--- src/rtl/s2p.sv ---
// s2p: serial-to-parallel receiver.
// Reassembles MSB-first frames of 1-16 bits into a left-aligned 16-bit word
// and flags each completed word with a one-cycle done pulse.
// Optional feature: define S2P_PARITY_EN to append a parity bit to every
// frame; ODD_PARITY selects the parity sense (0 = even, 1 = odd).
module s2p #(
    parameter bit ODD_PARITY = 1'b0
) (
    input  logic        clk,
    input  logic        reset,
    input  logic        data_in,
    input  logic [3:0]  len,
    input  logic        enable,
    output logic [15:0] data_out,
    output logic        done,
    output logic        busy,
    output logic        parity_err
);

`ifdef S2P_PARITY_EN
    typedef enum logic [1:0] {IDLE, SHIFT, PAR} state_t;
`else
    typedef enum logic [1:0] {IDLE, SHIFT} state_t;
`endif

    state_t      state_q, state_d;
    logic [15:0] shreg_q, shreg_d;
    logic [4:0]  cnt_q, cnt_d;
    logic [4:0]  flen_q, flen_d;
    logic [15:0] data_out_q, data_out_d;
    logic        done_q, done_d;
    logic        last_bit;
    logic [3:0]  bit_idx;

`ifdef S2P_PARITY_EN
    logic        par_q, par_d;
    logic        parity_err_q, parity_err_d;
`else
    logic        unused_cfg;
    assign unused_cfg = ODD_PARITY;
`endif

    // Bit position written by the next sample in SHIFT (MSB first).
    assign bit_idx = 4'd15 - cnt_q[3:0];

    // State and datapath registers; reset discards any partial frame.
    always_ff @(posedge clk or negedge reset) begin
        if (!reset) begin
            state_q      <= IDLE;
            shreg_q      <= '0;
            cnt_q        <= '0;
            flen_q       <= 5'd16;
            data_out_q   <= '0;
            done_q       <= 1'b0;
`ifdef S2P_PARITY_EN
            par_q        <= 1'b0;
            parity_err_q <= 1'b0;
`endif
        end else begin
            state_q      <= state_d;
            shreg_q      <= shreg_d;
            cnt_q        <= cnt_d;
            flen_q       <= flen_d;
            data_out_q   <= data_out_d;
            done_q       <= done_d;
`ifdef S2P_PARITY_EN
            par_q        <= par_d;
            parity_err_q <= parity_err_d;
`endif
        end
    end

    // Next-state logic: sample one bit per enabled edge, complete the frame
    // when the latched length is reached (or after the parity bit).
    always_comb begin
        state_d    = state_q;
        shreg_d    = shreg_q;
        cnt_d      = cnt_q;
        flen_d     = flen_q;
        data_out_d = data_out_q;
        done_d     = 1'b0;
        last_bit   = 1'b0;
`ifdef S2P_PARITY_EN
        par_d        = par_q;
        parity_err_d = parity_err_q;
`endif
        case (state_q)
            IDLE: begin
                if (enable) begin
                    flen_d   = (len == 4'd0) ? 5'd16 : {1'b0, len};
                    shreg_d  = {data_in, 15'd0};
                    cnt_d    = 5'd1;
                    state_d  = SHIFT;
                    last_bit = (flen_d == 5'd1);
`ifdef S2P_PARITY_EN
                    par_d    = data_in;
`endif
                end
            end
            SHIFT: begin
                if (enable) begin
                    shreg_d[bit_idx] = data_in;
                    cnt_d            = cnt_q + 5'd1;
                    last_bit         = (cnt_d == flen_q);
`ifdef S2P_PARITY_EN
                    par_d            = par_q ^ data_in;
`endif
                end
            end
`ifdef S2P_PARITY_EN
            PAR: begin
                if (enable) begin
                    parity_err_d = ((par_q ^ data_in) != ODD_PARITY);
                    data_out_d   = shreg_q;
                    done_d       = 1'b1;
                    cnt_d        = 5'd0;
                    state_d      = IDLE;
                end
            end
`endif
            default: state_d = IDLE;
        endcase

        if (last_bit) begin
`ifdef S2P_PARITY_EN
            state_d    = PAR;
`else
            data_out_d = shreg_d;
            done_d     = 1'b1;
            cnt_d      = 5'd0;
            state_d    = IDLE;
`endif
        end
    end

    assign data_out = data_out_q;
    assign done     = done_q;
    assign busy     = (state_q != IDLE);
`ifdef S2P_PARITY_EN
    assign parity_err = parity_err_q;
`else
    assign parity_err = 1'b0;
`endif

endmodule

--- config.mk ---
export PLATFORM = sky130hd
export DESIGN_NAME = s2p
export DESIGN_NICKNAME = d
export VERILOG_FILES = /design/src/rtl/s2p.sv
export SDC_FILE = /design/constraint.sdc
export NUM_CORES = 1
export LEC_CHECK = 0
export BUFFER_PORTS_ARGS = -buffer_cell sky130_fd_sc_hd__buf_2
export CAP_MARGIN = 30
export CORE_MARGIN = 5
export CORE_UTILIZATION = 52
export CTS_CLUSTER_DIAMETER = 40
export CTS_CLUSTER_SIZE = 28
export DETAILED_ROUTE_END_ITERATION = 7
export HOLD_SLACK_MARGIN = 0.02
export PLACE_DENSITY_LB_ADDON = 0.05
export SETUP_SLACK_MARGIN = 0.2
export SLEW_MARGIN = 5
export SYNTH_ARGS = -nofsm -noshare
export SYNTH_HDL_FRONTEND = slang
export SYNTH_SLANG_ARGS = --single-unit
--- constraint.sdc ---
create_clock -name clk -period 2.33 [get_ports clk]
set_clock_uncertainty 0.15 [all_clocks]
set_input_delay 0.233 -clock clk [delete_from_list [all_inputs] [get_ports clk]]
set_output_delay 0.233 -clock clk [all_outputs]
set_load 0.005 [all_outputs]
## Word level (Yosys, flattened, before mapping)

Index checks and enable logic that the tools add are counted.

| cells by class | value |
|---|---|
| equality and inequality tests | 6 |
| reductions and logical operators | 8 |
| add/subtract/negate cells | 2 |
| mux-type cells | 18 |
| $lt $le $gt $ge | 2 |

Operators with widths:

| cell | number |
|---|---|
| $mux W16 | 2 |
| $pmux W16 S2 | 1 |
| $mux W5 | 4 |
| $bwmux W16 | 1 |
| $pmux W5 S2 | 1 |
| $ne A3 B3 Y1 const B | 2 |
| $add A5 B1 Y5 const B | 1 |
| $eq A5 B1 Y1 const B | 1 |
| $eq A5 B5 Y1 | 1 |
| $lt A4 B5 Y1 const B | 1 |
| $demux W1 S4 | 1 |
| $ge A4 B1 Y1 const B | 1 |
| $logic_not A4 Y1 | 1 |
| $mux W1 | 4 |
| $mux W2 | 2 |
| $pmux W2 S2 | 1 |
| $reduce_and A2 Y1 | 2 |
| $sub A4 B4 Y4 const A | 1 |
| $reduce_and A3 Y1 | 1 |
| $reduce_bool A3 Y1 | 1 |
| $eq A2 B1 Y1 const B | 1 |
| $logic_not A2 Y1 | 1 |
| $ne A2 B2 Y1 const B | 1 |
| $pmux W1 S2 | 1 |
| other kinds (2) | 2 |

| word-level totals | value |
|---|---|
| flip-flop bits (word level) | 45 |
| logic and storage cells | 42 |
| input port bits | 8 |

## Longest topological paths before layout

| logic depth | value |
|---|---|
| depth in word-level cells | 8 |
| depth in mapped cells | 8 |

## Worst setup path before layout

No wires, ideal clock.

| path | value |
|---|---|
| path kind | register -> register |
| start | reg cnt_q[0] |
| end | reg data_out_q[10] (netlist: data_out[10]) |
| setup time | 0.125 ns |
| arrival time | 2.079 ns |
| path slack | -0.024 ns |
| buffers on the path | 1 |
| cell stages (with the launch flop) | 9 |
| cells stage by stage | dfrtp_1 -> inv_1 -> ha_1 -> xor2_1 -> a211oi_4 -> o311ai_4 -> o21ai_4 -> buf_12 -> mux2_4 |

| between the ends | value |
|---|---|
| longest elaborated chain between the ends | 8 |
| elaborated cells between the ends (all ways) | 13 |

RTL lines:

| what | line | RTL |
|---|---|---|
| start: declaration | 28 | `logic [4:0] cnt_q, cnt_d;` |
| start signal: assignment | 62 | `cnt_q <= cnt_d;` |
| $sub A4 B4 Y4 | 44 | `assign bit_idx = 4'd15 - cnt_q[3:0];` |
| $lt A4 B5 Y1 (not written as such) / $ge A4 B1 Y1 (equally long branches) | 102 | `shreg_d[bit_idx] = data_in;` |
| $logic_and A1 B1 Y1 (not written as such) | 102 |  |
| $mux W1 (not written as such) | 102 |  |
| $demux W1 S4 | 102 |  |
| $bwmux W16 | 102 |  |
| $mux W16 | 101 | `if (enable) begin` |
| $pmux W16 S2 | 87 | `case (state_q)` |
| end signal: assignment | 64 | `data_out_q <= data_out_d;` |
| end: declaration | 30 | `logic [15:0] data_out_q, data_out_d;` |

Several ways; a longest one is shown, not always the timed one.
A chain may end at the register's enable or synchronous reset.

## Worst setup path after layout

| path | value |
|---|---|
| start | reg cnt_q[1] |
| end | reg data_out_q[6] (netlist: data_out[6]) |

Same word-level chain as after synthesis.

==> impl_metrics.json <==
{
  "wirelength_um": 4511,
  "port_buffers": 25,
  "path_delay_family": "compound AO/OA/AOI/OAI gates",
  "fin_ws_ps": 12.79,
  "synth_edf_count": 0,
  "post-route-period-util_pct": 99.45,
  "die_width_um": 75.02,
  "insertedDiodeCount": 0,
  "layout.cells.non_filler": 280,
  "startpoint": "cnt_q[1]",
  "dr.pass1.iters": 4,
  "min_from": "len[1]",
  "cts-root-buf": "clkbuf_8",
  "cellLeakagePower_nw": 1.351,
  "cts_tree": "done",
  "vias_per_cell": 5.457,
  "cpMaxStageDelayCell": "dfrtp_2",
  "cts_made_buffers": 5,
  "seq_area_um2": 1105,
  "syn_area_per_cell_um2": 11.57,
  "top_level_ports": 27,
  "yosys_warnings": 0,
  "synthFlopType": "dfrtp_1",
  "wl_per_cell_um": 16.11,
  "critPathCaptureType": "flop",
  "crit_arrival_ps": 2350,
  "hold_viol_final": 0,
  "grt_pass1_vias": 1624,
  "clockBufferDepth": 2,
  "crit_path_start_kind": "flop",
  "ys_types": 40,
  "ys_seq_elements": 44,
  "cts_num_sinks": 44,
  "finalSetupViolations": 0,
  "worstSetupPathType": "flop to flop",
  "grt_use_total_pct": 18.44,
  "netlist_area_um2": 2198,
  "ir_drop_mv": 0.6828,
  "synth_nets": 202,
  "vias": 1528,
  "finalCriticalPeriod_ps": 2317,
  "fill_cells": 305,
  "seq_area_frac_synth_pct": 50.14,
  "reg2reg_from": "cnt_q[1]",
  "pre_cts_slack_ps": -23.58,
  "maxSlewViolCount": 0,
  "fp.dieH_um": 75.02,
  "path_clk_slew_ps": 80,
  "route.detailed.drc": 0,
  "rows": 23,
  "hp-class": "input port to flop",
  "grt_pass1_wl_um": 7734,
  "status": "complete, no violations",
  "dp_cells": 263,
  "initial_utilization_pct": 54.18,
  "clk_latency_ps": 290,
  "multi_input_area_um2": 1001,
  "syn_inst": 190,
  "crit_buf_inv": 3,
  "grt_overflow": 0,
  "drt-initial-drc-count": 82,
  "p_per_area_nw_per_um2": 1295,
  "rsz0062_at_grt": "yes",
  "maxCapViolCount": 0,
  "htreeDepth": 2,
  "antenna_left": 0,
  "cp_slowest_stage_delay_ps": 440,
  "dieArea_um2": 5628,
  "grt_max_degree": 25,
  "fmax_ghz": 0.4316,
  "hold_ws_ps": 43.32,
  "core_area_um2": 4058,
  "critical_path.cell_chain": "inv_2, ha_4, xor2_2, a211oi_4, o311ai_4, o21ai_4, buf_6, buf_12, mux2_2",
  "nNetsFinal": 241,
  "synthToLayoutAreaGrowth_pct": 22.14,
  "drive_gt1_share_pct": 36.96,
  "dpl.hpwl_um": 3053,
  "synth_async_sr_flop_share_pct": 100.0,
  "worstPathMaxFanout": 9,
  "place_congestion": 0.8298,
  "critPathRequiredTime_ps": 2360,
  "antenna_found_initial": 0
}
-- what timing repair did --
item / 4_1_cts / 5_1_grt
hold endpoints to repair: 20 / 0
pin swaps: 3 / 1
setup buffers: 7 / 0
resized for setup: 7 / 4
hold buffers: 1 / 0
gates cloned: 1 / 0
endpoints found under the setup margin: 16 / 18
-- cell type report --
class / count / share of cell area [%]
Timing Repair Buffer: 42 / 11.46
Clock buffer: 7 / 3.588
Tap cell: 50 / 2.330
Clock inverter: 1 / 1.118
Inverter: 22 / 3.075
Multi-Input combinational cell: 114 / 37.28
Sequential cell: 44 / 41.15
-- cell usage in the layout (no fill, tap or decap), drive strengths merged, types with 2 or more instances in the layout --
cell type and instances:
nor3b 2, xnor2 3, ha 4, nand3 5, a22oi 3, nor2 5, mux2 21, clkbuf 7
a31oi 2, o22ai 19, nand4 2, a21oi 2, mux2i 11, nand2 16, inv 21, buf 41
dfrtp 43, xor2 3
-- metal layers --
metal | part of all wire, % | track usage [%]
met1 | 47 | 24.55
met2 | 48 | 28.63
met3 | 3.4 | 4.406
met4 | 1.3 | 8.300
met5 | 0 | 0
-- power breakdown --
part           internal, mW  leakage [nW]  switching, mW  total (mW)
logic                 0.806         0.804          0.730        1.54
registers              1.09         0.483          0.223        1.32
clock network         0.378        0.0645          0.248       0.626
-- flip-flops by register name (all words and copies together) (netlist names) --
signal and cells:
state_q 1, data_out 16, cnt_q 5, shreg_q 16, done 1, flen_q 5
-- cell families after synthesis --
| group | Yosys count | share of synthesized area [%] |
|---|---|---|
| XOR/XNOR | 6 | 2.391 |
| AND/OR/NAND/NOR | 37 | 8.936 |
| adder cells (fa/ha/maj) | 4 | 2.277 |
| flip-flops | 44 | 50.14 |
| buffers and inverters | 32 | 6.773 |
| multiplexers | 32 | 17.13 |
| other | 1 | 0.1706 |
| AO/OA/AOI/OAI | 34 | 12.18 |
-- synthesized netlist by cell type (2+ instances only) --
master    number  area (um^2)
mux2_2        13        146.4
nand4_1        2        12.51
o22ai_1       19        118.9
nor2_1         5        18.77
mux2i_1       11        110.1
dfrtp_1       43         1076
nor3b_1        2        15.01
a22oi_1        3        22.52
mux2_4         8        120.1
clkbuf_1       6        22.52
xnor2_1        3        26.28
a31oi_1        2        12.51
inv_1         21        78.83
nand3_1        5        25.02
a21oi_1        2        10.01
nand2_1       16        60.06
xor2_1         3        26.28
ha_1           4        50.05
-- worst paths after layout --
check                         endpoint  slack, ps  depth (start not counted)
setup / recovery           data_out[6]         10                          9
hold / removal               flen_q[1]         40                          2
setup reg to reg           data_out[6]         10                          9
hold reg to reg            data_out[4]        360                          1
max in group asynchronous    flen_q[4]       1000                          3
min in group asynchronous    flen_q[0]        290                          2
-- metrics by stage --
| step | power [mW] | cell area (um^2) | util [%] | setup TNS (ps) |
|---|---|---|---|---|
| final | 3.478 | 2685 | 66.17 | 0 |
| after global routing | 3.737 | 2685 | 66.17 | -552.8 |
| after global placement | 2.669 | 2412 | 59.45 | 0 |
| after detailed placement | 2.727 | 2412 | 59.45 | -136.7 |
| after floorplan | 2.320 | 2221 | - | 0 |
| after CTS | 3.485 | 2671 | 65.83 | 0 |
Power figures use the tool's default switching activity.
